[src/rtl/rob_pkg.sv]
// Shared types and width constants for the reorder-buffer retire block.
// The entry struct widths follow the default register/ROB configuration below.
package rob_pkg;

    localparam int DEF_NUM_PHYS_REGS = 64;
    localparam int DEF_NUM_ARCH_REGS = 35;
    localparam int DEF_ROB_DEPTH     = 32;
    localparam int DEF_RETIRE_WIDTH  = 2;

    localparam int ENT_PHYS_W = $clog2(DEF_NUM_PHYS_REGS);
    localparam int ENT_ARCH_W = $clog2(DEF_NUM_ARCH_REGS);

    typedef struct packed {
        logic                  valid;
        logic                  done;
        logic                  mispredict;
        logic                  has_dest;
        logic [ENT_ARCH_W-1:0] arch;
        logic [ENT_PHYS_W-1:0] phys;
        logic [ENT_PHYS_W-1:0] old_phys;
    } rob_entry_t;

endpackage

[src/rtl/rrat_mw.sv]
// Retirement register alias table with RETIRE_WIDTH ordered write ports.
// Higher-numbered ports (younger retirements) win on same-address writes.
module rrat_mw
    import rob_pkg::*;
#(
    parameter int NUM_ARCH_REGS = DEF_NUM_ARCH_REGS,
    parameter int NUM_PHYS_REGS = DEF_NUM_PHYS_REGS,
    parameter int RETIRE_WIDTH  = DEF_RETIRE_WIDTH
) (
    input  logic                                           clk,
    input  logic                                           rst,
    input  logic [RETIRE_WIDTH-1:0]                        we_i,
    input  logic [RETIRE_WIDTH*$clog2(NUM_ARCH_REGS)-1:0]  waddr_i,
    input  logic [RETIRE_WIDTH*$clog2(NUM_PHYS_REGS)-1:0]  wdata_i,
    output logic [NUM_ARCH_REGS*$clog2(NUM_PHYS_REGS)-1:0] map_o
);

    localparam int ARCH_W = $clog2(NUM_ARCH_REGS);
    localparam int PHYS_W = $clog2(NUM_PHYS_REGS);

    logic [PHYS_W-1:0] map_q [NUM_ARCH_REGS];

    always_ff @(posedge clk or posedge rst) begin
        if (rst) begin
            for (int i = 0; i < NUM_ARCH_REGS; i++) begin
                map_q[i] <= PHYS_W'(i);
            end
        end else begin
            for (int w = 0; w < RETIRE_WIDTH; w++) begin
                if (we_i[w] && (int'(waddr_i[w*ARCH_W +: ARCH_W]) < NUM_ARCH_REGS)) begin
                    map_q[waddr_i[w*ARCH_W +: ARCH_W]] <= wdata_i[w*PHYS_W +: PHYS_W];
                end
            end
        end
    end

    for (genvar g = 0; g < NUM_ARCH_REGS; g++) begin : g_map
        assign map_o[g*PHYS_W +: PHYS_W] = map_q[g];
    end

endmodule

[src/rtl/rob_retire.sv]
// Reorder buffer with in-order multi-wide retirement, mispredict flush and RRAT.
// Define ROB_RETIRE_PERF_EN to build the retired-instruction counter.
module rob_retire
    import rob_pkg::*;
#(
    parameter int NUM_PHYS_REGS = DEF_NUM_PHYS_REGS,
    parameter int NUM_ARCH_REGS = DEF_NUM_ARCH_REGS,
    parameter int ROB_DEPTH     = DEF_ROB_DEPTH,
    parameter int RETIRE_WIDTH  = DEF_RETIRE_WIDTH
) (
    input  logic                                           clk,
    input  logic                                           reset,
    input  logic                                           disp_valid,
    output logic                                           disp_ready,
    input  logic                                           disp_has_dest,
    input  logic [$clog2(NUM_ARCH_REGS)-1:0]               disp_arch,
    input  logic [$clog2(NUM_PHYS_REGS)-1:0]               disp_phys,
    input  logic [$clog2(NUM_PHYS_REGS)-1:0]               disp_old_phys,
    output logic [$clog2(ROB_DEPTH)-1:0]                   disp_tag,
    input  logic                                           cmpl_valid,
    input  logic [$clog2(ROB_DEPTH)-1:0]                   cmpl_tag,
    input  logic                                           cmpl_mispredict,
    output logic [RETIRE_WIDTH-1:0]                        ret_valid,
    output logic [RETIRE_WIDTH*$clog2(NUM_PHYS_REGS)-1:0]  ret_free_phys,
    output logic                                           flush,
    output logic [NUM_ARCH_REGS*$clog2(NUM_PHYS_REGS)-1:0] rrat_map,
    output logic [31:0]                                    perf_retired
);

    localparam int ARCH_W = $clog2(NUM_ARCH_REGS);
    localparam int PHYS_W = $clog2(NUM_PHYS_REGS);
    localparam int PTR_W  = $clog2(ROB_DEPTH);
    localparam int CNT_W  = PTR_W + 1;

    rob_entry_t                     rob_q [ROB_DEPTH];
    logic [PTR_W-1:0]               head_q, head_d, tail_q, tail_d;
    logic [CNT_W-1:0]               count_q, count_d, k;
    logic                           flush_q, mis_hit, disp_fire;
    logic [RETIRE_WIDTH-1:0]        ret_valid_q, ret_valid_d, rrat_we;
    logic [RETIRE_WIDTH*PHYS_W-1:0] ret_free_q, ret_free_d, rrat_wdata;
    logic [RETIRE_WIDTH*ARCH_W-1:0] rrat_waddr;
    logic [ROB_DEPTH-1:0]           ret_mask;

    // A retire in this cycle cannot free a slot for this cycle's dispatch.
    assign disp_ready = (count_q < CNT_W'(ROB_DEPTH)) && !flush_q;
    assign disp_fire  = disp_valid && disp_ready;
    assign disp_tag   = tail_q;

    // Walk from head; stop at the first not-ready entry or just after a mispredict.
    always_comb begin
        logic             stop;
        logic [PTR_W-1:0] idx;
        rob_entry_t       ent;
        stop        = 1'b0;
        idx         = '0;
        ent         = '0;
        k           = '0;
        mis_hit     = 1'b0;
        ret_mask    = '0;
        ret_valid_d = '0;
        ret_free_d  = '0;
        rrat_we     = '0;
        rrat_waddr  = '0;
        rrat_wdata  = '0;
        for (int i = 0; i < RETIRE_WIDTH; i++) begin
            idx = head_q + PTR_W'(i);
            ent = rob_q[idx];
            if (!stop && ent.valid && ent.done) begin
                k                                = k + CNT_W'(1);
                ret_mask[idx]                    = 1'b1;
                ret_valid_d[i]                   = ent.has_dest;
                ret_free_d[i*PHYS_W +: PHYS_W]   = ent.old_phys[PHYS_W-1:0];
                rrat_we[i]                       = ent.has_dest;
                rrat_waddr[i*ARCH_W +: ARCH_W]   = ent.arch[ARCH_W-1:0];
                rrat_wdata[i*PHYS_W +: PHYS_W]   = ent.phys[PHYS_W-1:0];
                if (ent.mispredict) begin
                    mis_hit = 1'b1;
                    stop    = 1'b1;
                end
            end else begin
                stop = 1'b1;
            end
        end
    end

    always_comb begin
        head_d  = head_q + k[PTR_W-1:0];
        tail_d  = tail_q + PTR_W'(disp_fire);
        count_d = count_q + CNT_W'(disp_fire) - k;
        if (mis_hit) begin
            head_d  = '0;
            tail_d  = '0;
            count_d = '0;
        end
    end

    always_ff @(posedge clk or posedge reset) begin
        if (reset) begin
            head_q      <= '0;
            tail_q      <= '0;
            count_q     <= '0;
            flush_q     <= 1'b0;
            ret_valid_q <= '0;
            for (int i = 0; i < ROB_DEPTH; i++) begin
                rob_q[i] <= '0;
            end
        end else begin
            head_q      <= head_d;
            tail_q      <= tail_d;
            count_q     <= count_d;
            flush_q     <= mis_hit;
            ret_valid_q <= ret_valid_d;
            if (mis_hit) begin
                for (int i = 0; i < ROB_DEPTH; i++) begin
                    rob_q[i].valid      <= 1'b0;
                    rob_q[i].done       <= 1'b0;
                    rob_q[i].mispredict <= 1'b0;
                end
            end else begin
                for (int i = 0; i < ROB_DEPTH; i++) begin
                    if (ret_mask[i]) begin
                        rob_q[i].valid <= 1'b0;
                    end
                end
                if (cmpl_valid && rob_q[cmpl_tag].valid) begin
                    rob_q[cmpl_tag].done       <= 1'b1;
                    rob_q[cmpl_tag].mispredict <= cmpl_mispredict;
                end
                if (disp_fire) begin
                    rob_q[tail_q] <= '{valid: 1'b1, done: 1'b0, mispredict: 1'b0,
                                       has_dest: disp_has_dest, arch: disp_arch,
                                       phys: disp_phys, old_phys: disp_old_phys};
                end
            end
        end
    end

    // Freed register ids are only meaningful alongside ret_valid.
    always_ff @(posedge clk) begin
        ret_free_q <= ret_free_d;
    end

    assign ret_valid     = ret_valid_q;
    assign ret_free_phys = ret_free_q;
    assign flush         = flush_q;

    rrat_mw #(
        .NUM_ARCH_REGS (NUM_ARCH_REGS),
        .NUM_PHYS_REGS (NUM_PHYS_REGS),
        .RETIRE_WIDTH  (RETIRE_WIDTH)
    ) u_rrat (
        .clk     (clk),
        .rst     (reset),
        .we_i    (rrat_we),
        .waddr_i (rrat_waddr),
        .wdata_i (rrat_wdata),
        .map_o   (rrat_map)
    );

`ifdef ROB_RETIRE_PERF_EN
    logic [31:0] perf_q;

    always_ff @(posedge clk or posedge reset) begin
        if (reset) begin
            perf_q <= '0;
        end else begin
            perf_q <= perf_q + 32'(k);
        end
    end

    assign perf_retired = perf_q;
`else
    assign perf_retired = '0;
`endif

endmodule

[config.mk]
export PLATFORM = sky130hd
export DESIGN_NAME = rob_retire
export DESIGN_NICKNAME = d
export VERILOG_FILES = /design/src/rtl/rob_pkg.sv /design/src/rtl/rrat_mw.sv /design/src/rtl/rob_retire.sv
export SDC_FILE = /design/constraint.sdc
export NUM_CORES = 2
export LEC_CHECK = 0
export CAP_MARGIN = 20
export CORE_UTILIZATION = 35
export CTS_CLUSTER_SIZE = 24
export DETAILED_ROUTE_END_ITERATION = 7
export DONT_BUFFER_PORTS = 1
export HOLD_SLACK_MARGIN = 0.12
export PLACE_DENSITY_LB_ADDON = 0.2
export SETUP_SLACK_MARGIN = 0.5
export SLEW_MARGIN = 20
export SYNTH_ARGS = -nofsm -noshare
export SYNTH_HDL_FRONTEND = slang
export SYNTH_SLANG_ARGS = --single-unit
[constraint.sdc]
create_clock -name clk -period 34.8 [get_ports clk]
set_input_delay 5.22 -clock clk [delete_from_list [all_inputs] [get_ports clk]]
set_output_delay 5.22 -clock clk [all_outputs]
set_load 0.02 [all_outputs]
==> impl_results.md <==
- Worst setup EP type: flip-flop
- Routability Congestion: roughly 0.9
- Synth async-reset ratio: a little over nine tenths
- Vias per cell: ~5.9
- Ranking of synthesized cells by area: dfrtp_1 (41%), mux4_2 (13%), mux2i_1 (11%)
- CTS tree: done
- Cts bufs inserted: 110
- R2R Setup Slk: 26.10 ns
- #FFs+latches synth: 945
- Clk sink count: between 900 and 1000
- First-pass GRT wire length: about 260000 um
- Setup TNS: 0 ns
- HP Class: flip-flop to flip-flop
- Port buffer count: 0
- Initial DRT Pass Iterations: 8
- Die Ht: around 390 um
- Global route overflow: 0
- Setup crit start: head_q[1]$_DFF_PP0_
- Post-synth EDFFs: 0
- Clock share of power: about a quarter
- Cells resized by post-CTS repair: 0
- Synth cell types: 84
- Top cell type's share of synthesized area: around two fifths
- Core area: 0.146 sq mm
- Root Driver: clkbuf_16
- Most used cell, CP: buf_4
- Drt first-iter violations: just under 3000
- Final Hold Viols: 0
- # Post-CTS Setup Buffers: 0
- Part of the cycle the worst path needs: between 20% and 30%
- Ys flop type: dfrtp_1
- Top-count cell post-synth: dfrtp_1
- Pwr Total: between 4 and 5 mW
- Sw Pwr: 1.71 mW
- Sequential fraction of the synthesis area: roughly 46%
- WL final: 179000 um
- Area leader, netlist: dfrtp_1
- WS Path Type: flip-flop to flip-flop
- Initial Utilization: 35.4%
- Rows: 140
- Initial antenna violation count: 2
- Worst Path Max Fanout: between 50 and 60
- Pin count of the biggest net entering global routing: around 160
- Reg2reg path depth: 15
- Flop pwr share: 35.3%
- Setup violators final: 0
- Reg clk slew, reported paths: approximately 0.060 ns
- Maximum clock rate: approximately 110 MHz
- Die X: between 300 and 400 um
- Worst skew pair latency: between 0.7 and 0.8 ns
- Worst path cell trace: inv_1, ha_4, buf_4, buf_4, mux4_2, o211ai_1, a32o_1, o221ai_1, nand3_4, buf_4, o41a_2, buf_4, buf_4, nand3_2, mux2_1
- Combinational Power Share: roughly 39%
- Via count: 33624
- Pint: 2.81 mW
- Max-slew violations: 0
- Vias in the first global route: between 30000 and 40000
- CP arrival: around 9.3 ns
- Hold_sp: rob_q[11]$_DFFE_PP0P_
- Sw frac: 37.8%
- Half-perimeter wire length after placement: ~110000 um
- Pwr Density: around 80 mW/mm^2
- RR Endpoint: rob_q[187]$_DFFE_PP0P_
- Max_cap viols: 0
- Die area: roughly 0.15 sq mm
- Gr usage total: 23.9%
- Slowest CP cell: dfrtp_4
- Relative slew slack: 22.7%
- Minimum clock period: around 8.7 ns
- Hold Buf Count CTS: 0
- Setup crit end: rob_q[187]$_DFFE_PP0P_
- Leakage: 26.9 nW
- CP max stage delay: roughly 0.97 ns
- DP Cell Count: roughly 5500
- Mapped cell area: 0.0517 sq mm
- RSZ-0062 raised after global routing: no
- Area Growth Syn to Fin: 9.71%
- Share of cells above drive strength 1: between 20% and 30%
- Maximum clock insertion buffer count: 3
- Post-DRT Antenna Nets: 0
- FF-to-FF Start: head_q[1]$_DFF_PP0_
- Htree depth: 3
- I/O pin cnt: approximately 300
- Fin cells: around 5700
- Least-Margin Pin Slew: roughly 1.2 ns
- VDD IR max: 0.0000480 V
- Worst path required time: approximately 35 ns
- Final net count: roughly 3700
- Status: finished, final reports clean
- DRC: 0
- Post-synth top cells: dfrtp_1 (848), mux2i_1 (584), mux2_1 (407)
- Clock Skew: between 0.06 and 0.07 ns
- Avg Cell Area, Syn: 13.7 sq um
- Antenna diodes: 0
- WL per Instance: between 30 and 40 um
- Synth Warn #: 0
- Synth Instances: around 3800
- Core Util, Final: ~39%
- Worst Setup Start Kind: flip-flop
[cell families after synthesis]
kind of cell,after synthesis,synth area share (%)
flip-flops,945,45.9
other,1,0.00726
adder cells (fa/ha/maj),22,0.562
AND/OR/NAND/NOR,540,6.12
multiplexers,1531,38.3
XOR/XNOR,14,0.252
AO/OA/AOI/OAI,351,4.67
buffers and inverters,369,4.17
[critical path, delay by kind of cell, from the launching register on]
family	cells	cell delay (ns)
AOI/OAI and AO/OA	4	0.82
adders and majority gates	1	0.81
buffers and inverters	6	3.54
DFF	1	0.97
muxes	2	1.20
and+or+nand+nor	2	0.95
[worst min path at each step]
stage,end,cells past startpoint
2_1_floorplan,rob_q[372]$_DFF_PP0_,2
3_3_place_gp,rob_q[270]$_DFFE_PP0P_,1
3_5_place_dp,rob_q[640]$_DFFE_PP0P_,1
4_1_cts,rob_q[201]$_DFFE_PP0P_,1
5_1_grt,rob_q[6]$_DFFE_PP0P_,1
6_report,rob_q[11]$_DFFE_PP0P_,1
[stage by stage]
| step | cell area (sq um) | hold WS [ns] | setup slack (ns) |
|---|---|---|---|
| 2_1_floorplan | 51800 | 0.473 | 3.48 |
| 6_report | 56700 | 0.506 | 26.10 |
| 4_1_cts | 56600 | 0.510 | 26.09 |
| 5_1_grt | 56700 | 0.523 | 25.83 |
| 3_5_place_dp | 53000 | 0.496 | 26.09 |
| 3_3_place_gp | 52900 | 0.486 | 26.19 |
[routing by layer]
layer	routed length, um	track usage, %	vias to the layer above
met1	74700	31.7	18107
met3	11800	4.53	299
met2	85600	38.8	1205
met5	0	0	-
li1	-	-	14013
met4	6450	8.63	0
[cells in the final DEF (no fill, tap or decap), drive strengths merged, types with 8 or more instances in the layout]
master  netlist  final
and2         20     20
xnor2         9      9
nor3         23     23
a211oi        8      8
o22ai        54     54
o221ai       32     32
a22oi        80     80
dfxtp        12     12
ha           20     20
mux2        654    654
or2          12     12
inv          22     26
clkinv        0     24
mux2i       584    584
conb          1     32
nand2b       10     10
o211a        21     21
nor4b         9      9
nand3        48     48
mux4        293    293
a21oi        77     77
o21ai        37     37
nand4        30     30
clkbuf      132    175
nor4         12     12
dfrtp       848    848
nand2       191    191
nand3b        8      8
nor2b        11     11
nor2        125    125
dfstp        85     85
buf         215     82
[sequential cells by signal, summed over array words and instances (netlist names)]
signal,flops
count_q,6
disp_tag,5
rob_q,704
u_rrat.map_o,210
ret_free_phys,12
flush,1
head_q,5
ret_valid,2
[power by group through the flow]
stage,logic [mW],clock network [mW],registers (mW)
finish,1.75,1.18,1.59
detailed placement,1.74,0,1.60
global placement,1.73,0,1.59
global route,1.85,1.25,1.62
floorplan,1.32,0,1.51
CTS,1.75,1.20,1.58
[final cells by class]
type | count | area [sq um]
flip-flops and latches | 945 | 23700
inverters | 22 | 90.1
clock inverters | 32 | 344
well taps | 1917 | 2400
clock buffers | 175 | 3340
multi-input cells | 2490 | 26100
fillers | 13909 | 89400
repair buffers | 82 | 664
No activity file was read; power rests on OpenSTA's default activity.
